### config.mk
export PLATFORM = sky130hd
export DESIGN_NAME = multi_counter_sat
export DESIGN_NICKNAME = d
export VERILOG_FILES = /design/src/rtl/multi_counter_sat_pkg.sv /design/src/rtl/multi_counter_sat_alu.sv /design/src/rtl/multi_counter_sat.sv
export SDC_FILE = /design/constraint.sdc
export NUM_CORES = 1
export LEC_CHECK = 0
export BUFFER_PORTS_ARGS = -buffer_cell sky130_fd_sc_hd__buf_2
export CAP_MARGIN = 20
export CORE_UTILIZATION = 24
export DETAILED_ROUTE_END_ITERATION = 7
export PLACE_DENSITY = 0.42
export SLEW_MARGIN = 10
export SYNTH_ARGS = -nofsm -noshare
export SYNTH_HDL_FRONTEND = slang
export SYNTH_SLANG_ARGS = --single-unit
### constraint.sdc
create_clock -name clk -period 5.1 [get_ports clk]
set_input_delay 0.51 -clock clk [delete_from_list [all_inputs] [get_ports clk]]
set_output_delay 0.51 -clock clk [all_outputs]
set_load 0.01 [all_outputs]
### src/rtl/multi_counter_sat_pkg.sv
// rtl/multi_counter_sat_pkg.sv - op codes and op-class lookups for multi_counter_sat
package multi_counter_sat_pkg;

  typedef enum logic [2:0] {
    OP_NOP    = 3'd0,
    OP_INIT   = 3'd1,
    OP_INCR   = 3'd2,
    OP_DECR   = 3'd3,
    OP_ADD    = 3'd4,
    OP_SUB    = 3'd5,
    OP_QRY    = 3'd6,
    OP_QRYCLR = 3'd7
  } op_t;

  // One bit per op code: bit n set means op n writes back / produces a response.
  localparam logic [7:0] OP_WR_MASK  = 8'b1011_1110;
  localparam logic [7:0] OP_RSP_MASK = 8'b1100_0000;

  function automatic logic op_writes(input op_t op);
    return OP_WR_MASK[op];
  endfunction

  function automatic logic op_responds(input op_t op);
    return OP_RSP_MASK[op];
  endfunction

  function automatic logic op_clears_flag(input op_t op);
    return (op == OP_INIT) || (op == OP_QRYCLR);
  endfunction

endpackage

### src/rtl/multi_counter_sat_alu.sv
// rtl/multi_counter_sat_alu.sv - next-value datapath with carry/borrow detect and optional clamp
module multi_counter_sat_alu
  import multi_counter_sat_pkg::*;
#(
  parameter int W   = 32,
  parameter int SAT = 1
) (
  input  logic [W-1:0] i_value,
  input  logic [W-1:0] i_operand,
  input  op_t          i_op,
  output logic [W-1:0] o_result,
  output logic         o_ovf
);

  logic [W-1:0] w_rhs;
  logic [W:0]   w_sum;
  logic [W:0]   w_diff;

  assign w_rhs  = ((i_op == OP_INCR) || (i_op == OP_DECR)) ? W'(1) : i_operand;
  assign w_sum  = {1'b0, i_value} + {1'b0, w_rhs};
  assign w_diff = {1'b0, i_value} - {1'b0, w_rhs};

  always_comb begin
    o_result = i_value;
    o_ovf    = 1'b0;
    case (i_op)
      OP_INIT:   o_result = i_operand;
      OP_INCR, OP_ADD: begin
        o_ovf    = w_sum[W];
        o_result = ((SAT != 0) && w_sum[W]) ? {W{1'b1}} : w_sum[W-1:0];
      end
      OP_DECR, OP_SUB: begin
        o_ovf    = w_diff[W];
        o_result = ((SAT != 0) && w_diff[W]) ? {W{1'b0}} : w_diff[W-1:0];
      end
      OP_QRYCLR: o_result = {W{1'b0}};
      default:   o_result = i_value;
    endcase
  end

endmodule

### src/rtl/multi_counter_sat.sv
// rtl/multi_counter_sat.sv - bank of N counters with 2-stage execute/write-back pipeline and clear sweep
module multi_counter_sat
  import multi_counter_sat_pkg::*;
#(
  parameter int W   = 32,
  parameter int N   = 32,
  parameter int SAT = 1
) (
  input  logic                 clk,
  input  logic                 rst_n,
  input  logic                 cmd_pass,
  input  op_t                  cmd_op,
  input  logic [$clog2(N)-1:0] cmd_id,
  input  logic [W-1:0]         cmd_dat,
  output logic                 busy_r,
  output logic                 rsp_pass_r,
  output logic [$clog2(N)-1:0] rsp_id_r,
  output logic [W-1:0]         rsp_dat_r,
  output logic                 rsp_ovf_r
);

  localparam int IW = $clog2(N);

  logic [W-1:0]  r_mem [N];
  logic          r_flg [N];
  logic [IW-1:0] r_sweep_idx;

  logic          r_s1_vld;
  op_t           r_s1_op;
  logic [IW-1:0] r_s1_id;
  logic [W-1:0]  r_s1_dat;

  logic          r_s2_vld;
  op_t           r_s2_op;
  logic [IW-1:0] r_s2_id;
  logic [W-1:0]  r_s2_val;
  logic          r_s2_flg;
  logic [W-1:0]  r_s2_pre_val;
  logic          r_s2_pre_flg;

  logic          w_fwd;
  logic [W-1:0]  w_cur_val;
  logic          w_cur_flg;
  logic [W-1:0]  w_alu_res;
  logic          w_alu_ovf;
  logic          w_new_flg;

  logic          w_we;
  logic [IW-1:0] w_waddr;
  logic [W-1:0]  w_wval;
  logic          w_wflg;

  // S2 holds the only write not yet in the array, so one bypass level suffices.
  assign w_fwd     = r_s2_vld && op_writes(r_s2_op) && (r_s2_id == r_s1_id);
  assign w_cur_val = w_fwd ? r_s2_val : r_mem[r_s1_id];
  assign w_cur_flg = w_fwd ? r_s2_flg : r_flg[r_s1_id];
  assign w_new_flg = op_clears_flag(r_s1_op) ? 1'b0 : (w_cur_flg | w_alu_ovf);

  multi_counter_sat_alu #(
    .W   (W),
    .SAT (SAT)
  ) u_alu (
    .i_value   (w_cur_val),
    .i_operand (r_s1_dat),
    .i_op      (r_s1_op),
    .o_result  (w_alu_res),
    .o_ovf     (w_alu_ovf)
  );

  // The pipeline is empty whenever the sweep runs, so the two writers never collide.
  always_comb begin
    w_we    = 1'b0;
    w_waddr = r_sweep_idx;
    w_wval  = '0;
    w_wflg  = 1'b0;
    if (rst_n) begin
      if (busy_r) begin
        w_we = 1'b1;
      end else if (r_s2_vld && op_writes(r_s2_op)) begin
        w_we    = 1'b1;
        w_waddr = r_s2_id;
        w_wval  = r_s2_val;
        w_wflg  = r_s2_flg;
      end
    end
  end

  always_ff @(posedge clk) begin
    if (w_we) begin
      r_mem[w_waddr] <= w_wval;
      r_flg[w_waddr] <= w_wflg;
    end
  end

  always_ff @(posedge clk) begin
    if (!rst_n) begin
      busy_r      <= 1'b1;
      r_sweep_idx <= '0;
      r_s1_vld    <= 1'b0;
      r_s2_vld    <= 1'b0;
      rsp_pass_r  <= 1'b0;
    end else begin
      if (busy_r) begin
        r_sweep_idx <= r_sweep_idx + IW'(1);
        if (r_sweep_idx == IW'(N - 1)) busy_r <= 1'b0;
      end

      r_s1_vld <= cmd_pass && !busy_r && (cmd_op != OP_NOP);
      r_s1_op  <= cmd_op;
      r_s1_id  <= cmd_id;
      r_s1_dat <= cmd_dat;

      r_s2_vld     <= r_s1_vld;
      r_s2_op      <= r_s1_op;
      r_s2_id      <= r_s1_id;
      r_s2_val     <= w_alu_res;
      r_s2_flg     <= w_new_flg;
      r_s2_pre_val <= w_cur_val;
      r_s2_pre_flg <= w_cur_flg;

      rsp_pass_r <= r_s2_vld && op_responds(r_s2_op);
      if (r_s2_vld && op_responds(r_s2_op)) begin
        rsp_id_r  <= r_s2_id;
        rsp_dat_r <= r_s2_pre_val;
        rsp_ovf_r <= r_s2_pre_flg;
      end
    end
  end

endmodule

After elaboration in Yosys (flattened, before gate mapping)
Memory sizes are Yosys's and may differ from the RTL's. A register that Yosys moved wholly into a read port is not among the register bits.
Cells that the tools add are included.
{ "op_classes": {"eq_ne": 8, "addsub": 3, "reduce_logical": 12, "n_lt_le_gt_ge": 1, "bitwise": 1, "muxes": 29} }
{ "ops": {"columns": ["cell", "n"], "rows": [
  ["32-bit 2-to-1 mux", 7],
  ["32-bit case mux with 4 select lines", 1],
  ["32-bit by 32-bit adder with 33-bit output", 1],
  ["32-bit by 32-bit subtractor with 33-bit output", 1],
  ["5-bit 2-to-1 mux", 5],
  ["1-bit 2-to-1 mux", 13],
  ["3-bit equality test (second input constant)", 3],
  ["3-bit by 2-bit equality test with 1-bit output (second input constant)", 2],
  ["3-bit 2-to-1 mux", 2],
  ["5-bit by 1-bit adder with 5-bit output (second input constant)", 1],
  ["5-bit equality test", 1],
  ["5-bit equality test (second input constant)", 1],
  ["1-bit logical AND", 5],
  ["3-bit by 4-bit less-than comparator with 1-bit output (second input constant)", 1],
  ["2-bit OR reduction", 2],
  ["3-bit by 1-bit equality test with 1-bit output (second input constant)", 1],
  ["3-bit nonzero test", 1],
  ["1-bit logical OR", 2],
  ["1-bit case mux with 2 select lines", 1],
  ["2-bit AND reduction", 1],
  ["1-bit zero test", 1],
  ["1-bit OR", 1]
]} }
{ "totals": {"mem_bits_ro": 16, "ramBits": 1056, "inputBits": 43, "reg_bits": 161, "mem_count": 4, "wordCells": 75, "out_inout_bits": 40} }
{ "mem_list": {"columns": ["memory", "words", "width", "read_ports", "rd_clocked_by_memory_dff", "wr", "line_no", "source"], "rows": [
  ["r_mem", 32, 32, 1, 1, 1, "multi_counter_sat.sv:24", "logic [W-1:0] r_mem [N];"],
  ["r_flg", 32, 1, 1, 1, 1, "multi_counter_sat.sv:25", "logic r_flg [N];"],
  ["(no name shown)", 8, 1, 1, 1, 0, "multi_counter_sat_pkg.sv:24", "return OP_RSP_MASK[op];"],
  ["(no name shown)", 8, 1, 1, 1, 0, "multi_counter_sat_pkg.sv:20", "return OP_WR_MASK[op];"]
]} }

Longest topological paths before layout
{ "logic_depth": {"depth_word": 8, "mapped_depth": 22, "mapped_depth_nobuf": 18} }

Cells and area by module
Synthesis repeated with hierarchy kept, for this count alone.
{ "unflattened": {"hier_cells": 3252, "area_unflattened_um2": 52180.0} }
{ "modules_own_cells": {"columns": ["module", "cells_each", "seq_area_each_um2", "instances", "area_each_um2"], "rows": [
  ["multi_counter_sat", 2494, 36595.1, 1, 47426.7],
  ["multi_counter_sat_alu", 758, 0.0, 1, 4753.3]
]} }

Least setup slack after synthesis
No wires, ideal clock.
{ "synth_path": {"kind": "register to register", "startpoint": "register with a tool-made name", "endpoint": "register r_s2_val[21] (data pin)", "setup_ns": 0.271, "path_slack_ns": 0.234, "path_stages_with_launch": 20, "arrival_time_ns": 4.595, "period_less_slack_ns": 4.866, "required_ns": 4.829, "n_path_buf": 3, "path_cell_list": "dfxtp_1 -> buf_2 -> clkbuf_1 -> buf_1 -> mux4_2 -> mux4_2 -> mux2i_1 -> nand2_1 -> o21ai_1 -> inv_1 -> ha_1 -> o21ba_2 -> or4_1 -> a21oi_1 -> nor2_1 -> o211ai_1 -> a21boi_0 -> xnor2_1 -> a221oi_1 -> a21oi_1"} }
{ "synth_rtl": {"columns": ["element", "line_no", "source"], "rows": [
  ["end signal, assigned", "multi_counter_sat.sv:116", "r_s2_val <= w_alu_res;"],
  ["end, declared", "multi_counter_sat.sv:36", "logic [W-1:0] r_s2_val;"]
]} }

==> reports/summary.txt <==
CTS Buffer Depth: 3
GRT Resource Usage Total: 0.148
antenna-violating nets left: 0
die area: 213000 um^2
Synth area leader: edfxtp_1
unrepaired setup endpoints after global routing: yes
Synth Cell Area: 50700 um^2
total number of vias: 27848
Total Power: 24.9 mW
Area contributors post-synth: edfxtp_1 (71%), mux4_2 (15%), ha_1 (1.6%)
DR pass1 iterations: 5
leakage power: 20.5 nW
Slew @ Worst Pin: 1.10 ns
DP HPWL: 97000 um
Cell Count, Final, Fillers Out: 6163
final setup fails: 0
drt wl/cell: 25.7 um
Register Area: 36600 um^2
Setup crit end kind: flop
max-slew violations: 0
syn_nets: 2748
htree depth: 4
Post-synth EDFFs: 1208
core box area: 210000 um^2
Yosys warnings: 0
number of global-route vias before repair: 28792
post-synth cell types: 83
Routed WL: 158000 um
FP Rows: 168
fillers: 20597
Fmax: 0.199 GHz
initial antenna violation count: 9
DR DRC count: 0
Die Wd: 462 um
IO buf count: 82
Setup Skew: 0.0399 ns
power density cells: 389 nW/um^2
Final Hold Slack: 0.141 ns
Hold Path Class: in -> reg
vias per inst: 4.52
area growth from synthesis to layout: 26.5%
pin count of the biggest net entering global routing: 56
fin nets: 3363
Peak supply drop: 0.345 mV
register area share after synthesis: 0.721
root buffer cell: clkbuf_16
max-cap violations: 0
Util after Layout: 0.306
Crit Path Max Fanout: 10
Starting DRT DRC Count: 2314
Synth Instances: 2637
top cells by count, synth: edfxtp_1 (1208), mux4_2 (330), nor2_1 (135), a21oi_1 (109), nand2_1 (77)
CTS buffer count: 136
Setup CP Type: reg -> reg
Worst-Skew Late Latency: 0.79 ns
routability cong.: 0.863
die height: 462 um
top-count cell post-synth: edfxtp_1
status: complete, no violations
Avg Inst Size Synth: 19.2 um^2
IO Pins: 83
area of the multi-input gates: 14200 um^2
total congestion overflow: 0
register bit total from synthesis: 1224
minimum clock period: 5.02 ns
global-route wire length before repair: 221000 um
period utilisation layout: 0.984
Startpoint Class: flop
Most used DFF post-synth: edfxtp_1
CTS tree: built
final hold vios: 0
share of cells above drive strength 1: 0.366
Slew headroom: 0.265
clock sink count: 1224
Critical Path AT: 5.55 ns
ys async rst share: 0
Critical Path RT: 5.63 ns
CTS clock-pin slew for the worst setup and hold paths: 0.07 ns
area share of the largest cell type after synthesis: 0.715
effective utilization at floorplan: 0.242
Placed Cells: 5808
through the flow:
step | worst slack (ns) | instance area [um^2] | TNS, ns
floorplan | 0.234 | 50700 | 0
global placement | -0.386 | 58200 | -4.05
detailed placement | -0.336 | 58200 | -3.87
CTS | -0.0205 | 63300 | -0.0205
global route | -0.104 | 64200 | -0.654
finish | 0.0830 | 64200 | 0
path summary, 6_finish.rpt:
check,startpoint,to,slack (ns),cells past startpoint
setup reg to reg,flop,r_s2_val[14],0.08,20
hold reg to reg,r_s2_pre_val[21],rsp_dat_r[21],0.42,0
setup / recovery,flop,r_s2_val[14],0.08,20
hold / removal,rst_n,r_s1_dat[30],0.14,1
metal layers:
metal,up-vias,share of wire,global-route usage
li1,12054,-,-
met5,-,0,0
met3,169,0.046,0.0214
met2,711,0.49,0.245
met1,14914,0.45,0.200
met4,0,0.021,0.0408
sequential cells by signal, summed over array words and instances, names as in the netlist, named ones only:
name          count
r_s2_val         32
rsp_dat_r        32
r_s1_op           3
r_s2_flg          1
busy_r            1
r_s2_vld          1
r_s1_id           5
r_s2_op           3
r_mem          1024
r_s1_vld          1
r_s2_pre_flg      1
r_sweep_idx       5
r_s2_id           5
r_s2_pre_val     32
rsp_pass_r        1
rsp_id_r          5
r_s1_dat         32
rsp_ovf_r         1
r_flg            32
logic make-up (layout without fill, tap and decap cells):
logic type,after synthesis,count (layout),synth area share
mux,376,376,0.156
xor+xnor,56,56,0.00966
other cells,0,4,0
compound gates,320,320,0.0422
fa+ha+maj,68,68,0.0171
simple gates,389,389,0.0375
flops,1224,1224,0.721
buf+inv,204,921,0.0168
power breakdown:
group | leakage, nW | switching (mW) | internal [mW]
clock network | 1.99 | 4.00 | 5.18
logic | 7.88 | 2.26 | 2.11
registers | 10.6 | 0.215 | 11.2
layout by cell type (no fill, tap or decap), types with 8 or more instances in the layout:
cell type	n
buf_4	389
inv_1	66
nand2_1	75
nor2b_1	12
buf_12	56
a2bb2oi_1	15
a221oi_1	8
mux2i_1	30
buf_6	17
a21o_1	13
and2_1	69
a21oi_2	20
mux4_2	330
xnor2_1	47
buf_2	81
clkinv_2	17
o21ai_0	36
xor2_1	8
nand4_1	9
edfxtp_1	1208
ha_4	11
nand3_1	13
a21oi_1	82
clkbuf_1	40
a22oi_1	9
ha_1	48
nor2_1	101
nand2b_1	15
nor2_4	32
dlygate4sd3_1	41
dfxtp_1	11
o211ai_1	13
mux2i_2	9
nor3_1	21
o21ai_1	13
clkbuf_16	142
buf_8	18
clkinv_1	28
repair_timing:
item	in CTS	in global routing
hold buffers	41	0
resized for setup	68	99
pin swaps	18	37
endpoints found under the setup margin	32	33
endpoints found under the hold margin	45	0
gates cloned	3	1
buffers inserted	19	36
worst max-delay path, stage by stage (launching register included):
cell and delay, ns:
dfxtp_4 0.41, buf_12 0.18, buf_16 0.17, buf_12 0.13
buf_4 0.14, mux4_2 0.51, mux4_2 0.48, mux2i_1 0.14
buf_4 0.17, a21oi_2 0.12, buf_4 0.16, ha_1 0.22
buf_4 0.16, a21oi_4 0.17, o31a_1 0.32, a31oi_4 0.16
o211a_4 0.30, buf_12 0.14, a222oi_1 0.38, buf_4 0.19
a2bb2oi_1 0.08
final cells by class:
| type | instances | area share |
|---|---|---|
| inverter | 70 | 0.00409 |
| tap | 2805 | 0.0547 |
| clock inverter | 58 | 0.00593 |
| clock buffer | 182 | 0.0575 |
| sequential | 1224 | 0.570 |
| timing repair buffer | 611 | 0.0868 |
| antenna | 4 | 0.000156 |
| multi-input combinational | 1209 | 0.221 |
No activity file was read; power rests on OpenSTA's default activity.
